===== src/rtl/pow_pkg.sv =====
// pow_pkg: shared state enum and default operand widths for the power unit
package pow_pkg;
  localparam int DEF_WIDTH = 32;
  localparam int DEF_EXP_WIDTH = 32;
  typedef enum logic [1:0] {IDLE, CALC, DONE} pow_state_t;
endpackage


===== src/rtl/pow_mul_trunc.sv =====
// pow_mul_trunc: combinational multiply; x,y in -> low-half product p, hi_nz flags nonzero upper half
module pow_mul_trunc #(
  parameter int WIDTH = 32
) (
  input  logic [WIDTH-1:0] x,
  input  logic [WIDTH-1:0] y,
  output logic [WIDTH-1:0] p,
  output logic             hi_nz
);
  logic [2*WIDTH-1:0] full;
  assign full = {{WIDTH{1'b0}}, x} * {{WIDTH{1'b0}}, y};
  assign p = full[WIDTH-1:0];
  assign hi_nz = |full[2*WIDTH-1:WIDTH];
endmodule


===== src/rtl/pow_seq.sv =====
// pow_seq: LSB-first square-and-multiply a**b mod 2^WIDTH; in_valid/in_ready/a/b in, out_valid/out_ready/result/ovf out, busy in CALC/DONE
module pow_seq
  import pow_pkg::*;
#(
  parameter int WIDTH = DEF_WIDTH,
  parameter int EXP_WIDTH = DEF_EXP_WIDTH
) (
  input  logic                 clk,
  input  logic                 rst,
  input  logic                 in_valid,
  output logic                 in_ready,
  input  logic [WIDTH-1:0]     a,
  input  logic [EXP_WIDTH-1:0] b,
  output logic                 out_valid,
  input  logic                 out_ready,
  output logic [WIDTH-1:0]     result,
  output logic                 ovf,
  output logic                 busy
);
  pow_state_t state, nxt;
  logic [WIDTH-1:0] acc, base, acc_p, sq_p;
  logic [EXP_WIDTH-1:0] exp_q, exp_nx;
  logic ovf_q, acc_hi, sq_hi;
  pow_mul_trunc #(.WIDTH(WIDTH)) u_acc (.x(acc), .y(base), .p(acc_p), .hi_nz(acc_hi));
  pow_mul_trunc #(.WIDTH(WIDTH)) u_sq (.x(base), .y(base), .p(sq_p), .hi_nz(sq_hi));
  assign exp_nx = exp_q >> 1;
  always_ff @(posedge clk or posedge rst) begin
    if (rst) state <= IDLE;
    else state <= nxt;
  end
  always_comb begin
    nxt = state;
    nxt = (state == IDLE) ? (in_valid ? ((b == '0) ? DONE : CALC) : IDLE) :
          (state == CALC) ? ((exp_nx == '0) ? DONE : CALC) :
          (out_ready ? IDLE : DONE);
  end
  always_comb begin
    in_ready = state == IDLE;
    out_valid = state == DONE;
    busy = state != IDLE;
    result = acc;
    ovf = ovf_q;
  end
  // a base-square overflow only matters if that base will be used again
  always_ff @(posedge clk or posedge rst) begin
    if (rst) begin
      acc <= '0;
      base <= '0;
      exp_q <= '0;
      ovf_q <= 1'b0;
    end else if (state == IDLE && in_valid) begin
      acc <= WIDTH'(1);
      base <= a;
      exp_q <= b;
      ovf_q <= 1'b0;
    end else if (state == CALC) begin
      if (exp_q[0]) acc <= acc_p;
      base <= sq_p;
      exp_q <= exp_nx;
      ovf_q <= ovf_q | (exp_q[0] & acc_hi) | (sq_hi & (exp_nx != '0));
    end
  end
endmodule


===== config.mk =====
export PLATFORM = sky130hd
export DESIGN_NAME = pow_seq
export DESIGN_NICKNAME = d
export VERILOG_FILES = /design/src/rtl/pow_pkg.sv /design/src/rtl/pow_mul_trunc.sv /design/src/rtl/pow_seq.sv
export SDC_FILE = /design/constraint.sdc
export NUM_CORES = 2
export LEC_CHECK = 0
export ABC_AREA = 0
export BUFFER_PORTS_ARGS = -buffer_cell sky130_fd_sc_hd__buf_2
export CAP_MARGIN = 10
export CELL_PAD_IN_SITES_DETAIL_PLACEMENT = 0
export CELL_PAD_IN_SITES_GLOBAL_PLACEMENT = 2
export CORE_ASPECT_RATIO = 0.7
export CORE_MARGIN = 2
export CORE_UTILIZATION = 39
export DETAILED_ROUTE_END_ITERATION = 10
export PLACE_DENSITY_LB_ADDON = 0.2
export SYNTH_ARGS = -nofsm -noshare
export SYNTH_HDL_FRONTEND = slang
export SYNTH_SLANG_ARGS = --single-unit

===== constraint.sdc =====
create_clock -name clk -period 8 [get_ports clk]
set_clock_uncertainty 0.2 [all_clocks]
set_input_delay 1.6 -clock clk [delete_from_list [all_inputs] [get_ports clk]]
set_output_delay 1.6 -clock clk [all_outputs]
set_load 0.02 [all_outputs]

Yosys cells after proc, flatten, opt, wreduce, memory -nomap -nowiden

Cells that the tools add are included.

Flip-flop bits (word level): 99
Input port bits: 68

Multipliers: 2
Eq/ne operators: 2
Mux-type cells: 15
Bitwise logic cells: 4
Reductions and logical operators: 11

Operators with widths:

| kind                                          | count |
|---|---|
| two-way mux 32 bit                            | 7 |
| multiplier 32 x 32 -> 64 bit                  | 2 |
| zero test 32 bit                              | 2 |
| OR reduction 32 bit                           | 2 |
| nonzero test 32 bit                           | 1 |
| two-way mux 2 bit                             | 6 |
| nonzero test 2 bit                            | 3 |
| bitwise AND 1 bit                             | 2 |
| == test 2 x 1 -> 1 bit, second input constant | 1 |
| == test 2 bit, second input constant          | 1 |
| zero test 2 bit                               | 1 |
| two-way mux 1 bit                             | 2 |
| bitwise OR 1 bit                              | 2 |
| AND reduction 2 bit                           | 1 |
| logical AND 1 bit                             | 1 |

Logic depth before layout (Yosys ltp)

Depth after elaboration: 7
Gate-level depth with buffers: 34
Depth with buffers taken out: 31

Hierarchy

From an unflattened synthesis, not the netlist that was laid out.

Cells, all modules: 7666
Area total of the unflattened synthesis: 70672.8 um^2

Modules (own cells, without submodules):

| module                | times used | cells an instance | area an instance (um^2) | sequential area each (um^2) |
|---|---|---|---|---|
| pow_mul_trunc (u_acc) | 1          | 3662              | 33344.5                 | 0.0 |
| pow_mul_trunc (u_sq)  | 1          | 3612              | 33258.1                 | 0.0 |
| pow_seq               | 1          | 392               | 4070.2                  | 2477.4 |

Worst setup path before layout

OpenSTA, ideal clock, no wires.

Path type: register to register
From: reg base[13]
To: reg ovf_q, in the netlist ovf
Arrival time: 7842 ps
Setup slack: -177 ps
Cell stages (with the launch flop): 28
Buffers on the path: 4
Clock period less this slack: 8177 ps
Cells stage by stage: dfrtp_1 -> clkbuf_1 -> clkbuf_1 -> clkbuf_1 -> nand2_1 -> fa_1 -> inv_1 -> fa_1 -> inv_1 -> fa_1 -> fa_1 -> fa_1 -> fa_1 -> fa_1 -> fa_1 -> inv_1 -> ha_1 -> clkbuf_1 -> nand4_1 -> or2_2 -> a2111oi_2 -> o21ai_1 -> a31oi_1 -> o31ai_1 -> nor4_1 -> nand2_1 -> nor4_1 -> o22ai_1

Cells in the longest elaborated chain, start to end: 7
Elaborated cells between the ends (all ways): 10
Classes of those cells: mul (2); mux (2); bitwise (4); reduce/logical (2)

Ends and longest elaborated chain:

| element                      | RTL line            | RTL |
|---|---|---|
| from (decl)                  | pow_seq.sv:21       | `logic [WIDTH-1:0] acc, base, acc_p, sq_p;` |
| from (signal assigned)       | pow_seq.sv:58       | `base <= sq_p;` |
| multiplier 32 x 32 -> 64 bit | pow_mul_trunc.sv:11 | `assign full = {{WIDTH{1'b0}}, x} * {{WIDTH{1'b0}}, y};` |
| OR reduction 32 bit          | pow_mul_trunc.sv:13 | `assign hi_nz = \|full[2*WIDTH-1:WIDTH];` |
| bitwise AND 1 bit            | pow_seq.sv:60       | `ovf_q <= ovf_q \| (exp_q[0] & acc_hi) \| (sq_hi & (exp_nx != '0));` |
| bitwise OR 1 bit             | pow_seq.sv:60       |  |
| bitwise OR 1 bit (*)         | pow_seq.sv:60       |  |
| two-way mux 1 bit (*)        | pow_seq.sv:56       | `end else if (state == CALC) begin` |
| two-way mux 1 bit (*)        | pow_seq.sv:51       | `end else if (state == IDLE && in_valid) begin` |
| to (signal assigned)         | pow_seq.sv:60       |  |
| to (decl)                    | pow_seq.sv:23       | `logic ovf_q, acc_hi, sq_hi;` |

Every way passes the cells marked *; elsewhere a longest branch is shown, timed or not. The select of a mux whose other input is x is not followed.
A chain may end at the register's enable or synchronous reset.

Worst setup path after layout

From: reg base[2]
To: reg ovf_q, in the netlist ovf

The elaborated chain is that of the path after synthesis.

==> results.toml <==
[status]
outcome = "complete, but fails checks"
failed_checks = "setup timing"

[cells_and_area]
nets = 10363
syn_to_final_growth_pct = 17.8
layout-drive-gt1-share_pct = 16.6
fin_area_sq_um = 78900

[logic_synthesis]
ys_ff_latch = 99
yosys.cell_count.top_type = "fa_1"
synth_top_area_cell = "fa_1"
synth.area.top_cells = "fa_1, ha_1, inv_1"
synthAdderAreaFrac_pct = 61.1
syn_avg_cell_area_sq_um = 9.18
ys_warn_count = 0
synth_nets = 9603
synth_top_area_share_pct = 51.2
synthesis.instances = 7293
synth_compound_gate_area_share_pct = 5.91
synth_top_family_by_area = "adder cells"
async_flop_share_pct = 100
synth-edff-count = 0
synth-xor-area-share_pct = 1.29
yosysSeqAreaShare_pct = 3.70
synthesis.area_sq_um = 67000
synth_flop_cell = "dfrtp_1"
synth_cell_types = 83
netlist_top_cells_count = "fa_1, inv_1, nand2_1"
synth_mux_area_share_pct = 0.293
synth-simple-area-share_pct = 16.1

[route]
viasPerCell = 4.95
drt_iter0_drc = 3179
ant_nets = 0
drc = 0
dr_total_vias = 51039
wirelength_um = 213000
drt-wirelength-per-cell_um = 20.6
first_pass_iters = 5

[setup_path]
r2r_slack_ns = -0.91
worstPathRequired_ns = 8.13
r2r_start = "base[2]$_DFFE_PP0P_"
endpoint_kind = "flop"
r2r-end = "ovf$_DFFE_PP0P_"
critPathLaunchType = "flop"
critPathKind = "flop to flop"
r2r_cells = 32
crit_slowest_cell = "o41a_2"
crit_fanout = 9
max_stage_delay_ns = 0.62
crit_arrival_ns = 9.04
endpoint = "ovf$_DFFE_PP0P_"
crit_start = "base[2]$_DFFE_PP0P_"

[min_path]
hold_path_class = "flop to flop"

[clock_tree]
htree_levels = 3
numCtsBuffers = 9
clockBufferDepth = 2
cts_tree = "done"
clk_latency_ns = 0.48
numClockSinks = 99
cts_root_buf = "clkbuf_16"
path_clk_slew_ns = 0.12
cts_hold_buffers = 0

[placed_design]
dp_hpwl_um = 185000
gp_congestion = 0.894
portBuffers = 103
placed_area_sq_um = 77800

[sta]
fmax_mhz = 112
setup_viol = 1
rsz0062_at_grt = "yes"
slew_headroom_pct = 31.6
period_needed_ns = 8.91
slew_violations = 0
tightestPinTransition_ns = 1.02
final.period_utilization_pct = 111
finalWorstSetupSlack_ns = -0.914
final-hold-violation-count = 0

[floorplan]
dieArea_sq_um = 175000
die-width_um = 499
core-area_sq_um = 171000
std_cell_rows = 127
initial_core_util_pct = 39.2
io_pins = 104
die_y_um = 351

[global_routing]
grt_pass1_wl_um = 338000
grt_pass1_vias = 56148
grt_usage_pct = 25.3
grt_max_degree = 59
grt_antenna_before_repair = 12
grt_overflow = 0

[run]
drv_cap = 0
cell type report:
cell class / instances / area, sq um
multi-input combinational: 5134 / 57300
sequential: 99 / 2530
antenna: 4 / 10.0
clock inverter: 7 / 86.3
fill: 16807 / 92100
timing repair buffer: 1162 / 9780
clock buffer: 9 / 225
tap: 2257 / 2820
inverter: 1647 / 6190
flip-flops by register name (all words and copies together), names as in the netlist:
register  cells
state         2
base         32
ovf           1
result       32
exp_q        32
repair_timing:
| item | in CTS | in global routing |
|---|---|---|
| hold endpoints to repair | 0 | 0 |
| gates resized for setup | 61 | 77 |
| buffers inserted | 9 | 8 |
| pin swaps | 9 | 27 |
| setup endpoints to repair | 4 | 7 |
cells in the final DEF (no fill, tap or decap), types with 9 or more instances in the layout:
cell	n
a211oi_1	12
a21o_1	49
a21oi_1	188
a21oi_2	17
a22oi_1	37
a31oi_1	13
and2_1	824
and3_1	14
buf_12	102
buf_2	103
buf_4	949
clkbuf_16	9
dfrtp_1	64
dfrtp_2	31
fa_1	1714
ha_1	518
inv_1	1644
mux2i_1	14
nand2_1	951
nand2b_1	17
nand3_1	34
nand4_1	51
nor2_1	119
nor2b_1	16
nor3_1	27
nor4_1	26
nor4_2	11
o2111ai_1	9
o211ai_1	12
o21a_1	22
o21ai_0	99
o21ai_1	20
o21bai_1	17
o22ai_1	14
o31ai_1	12
or2_2	10
or3_1	14
xnor2_1	54
xor2_1	42
worst min-delay path by stage:
stage                          startpoint                    end  slack, ns  depth (start not counted)
floorplan            exp_q[0]$_DFFE_PP0P_   exp_q[0]$_DFFE_PP0P_       0.26                          2
global placement    exp_q[11]$_DFFE_PP0P_  exp_q[11]$_DFFE_PP0P_       0.29                          2
detailed placement  exp_q[11]$_DFFE_PP0P_  exp_q[11]$_DFFE_PP0P_       0.29                          2
CTS                 exp_q[11]$_DFFE_PP0P_  exp_q[11]$_DFFE_PP0P_       0.31                          2
global route        exp_q[13]$_DFFE_PP0P_  exp_q[13]$_DFFE_PP0P_       0.34                          2
finish              exp_q[19]$_DFFE_PP0P_  exp_q[19]$_DFFE_PP0P_       0.31                          2
per-layer routing:
layer | routed length [um] | vias to the layer above | track usage, %
met3 | 12200 | 127 | 3.96
met2 | 90400 | 1244 | 37.4
met1 | 107000 | 26457 | 39.5
li1 | - | 23209 | -
met4 | 3280 | 2 | 3.88
met5 | 145 | - | 0.596
worst max-delay path: cells and delay by family (launching register included):
kind | cells | cell delay (ns)
adders and majority gates | 9 | 3.77
AOI/OAI and AO/OA | 9 | 2.01
buffers and inverters | 10 | 1.23
and+or+nand+nor | 3 | 0.81
DFF | 1 | 0.58
xor gates and xnor gates | 1 | 0.14
stage by stage:
step	setup slack, ns	setup TNS [ns]	hold WS, ns	util (%)	std cells
after floorplan	0.00337	0	0.260	-	7293
after global placement	-1.54	-1.71	0.291	45.5	10282
after detailed placement	-1.62	-1.78	0.288	45.5	10282
after CTS	-0.881	-0.881	0.309	45.9	10307
after global routing	-1.18	-1.19	0.340	46.1	10317
final	-0.914	-0.914	0.314	46.2	10319
cell families after synthesis:
family | count (synthesis)
and+or+nand+nor | 2158
DFF | 99
adders and majority gates | 2242
AOI/OAI and AO/OA | 618
buffers and inverters | 2060
xor gates and xnor gates | 97
muxes | 19
Power is not shown: default switching activity piles up to over one toggle a cycle in this logic, so the estimate is an artifact.
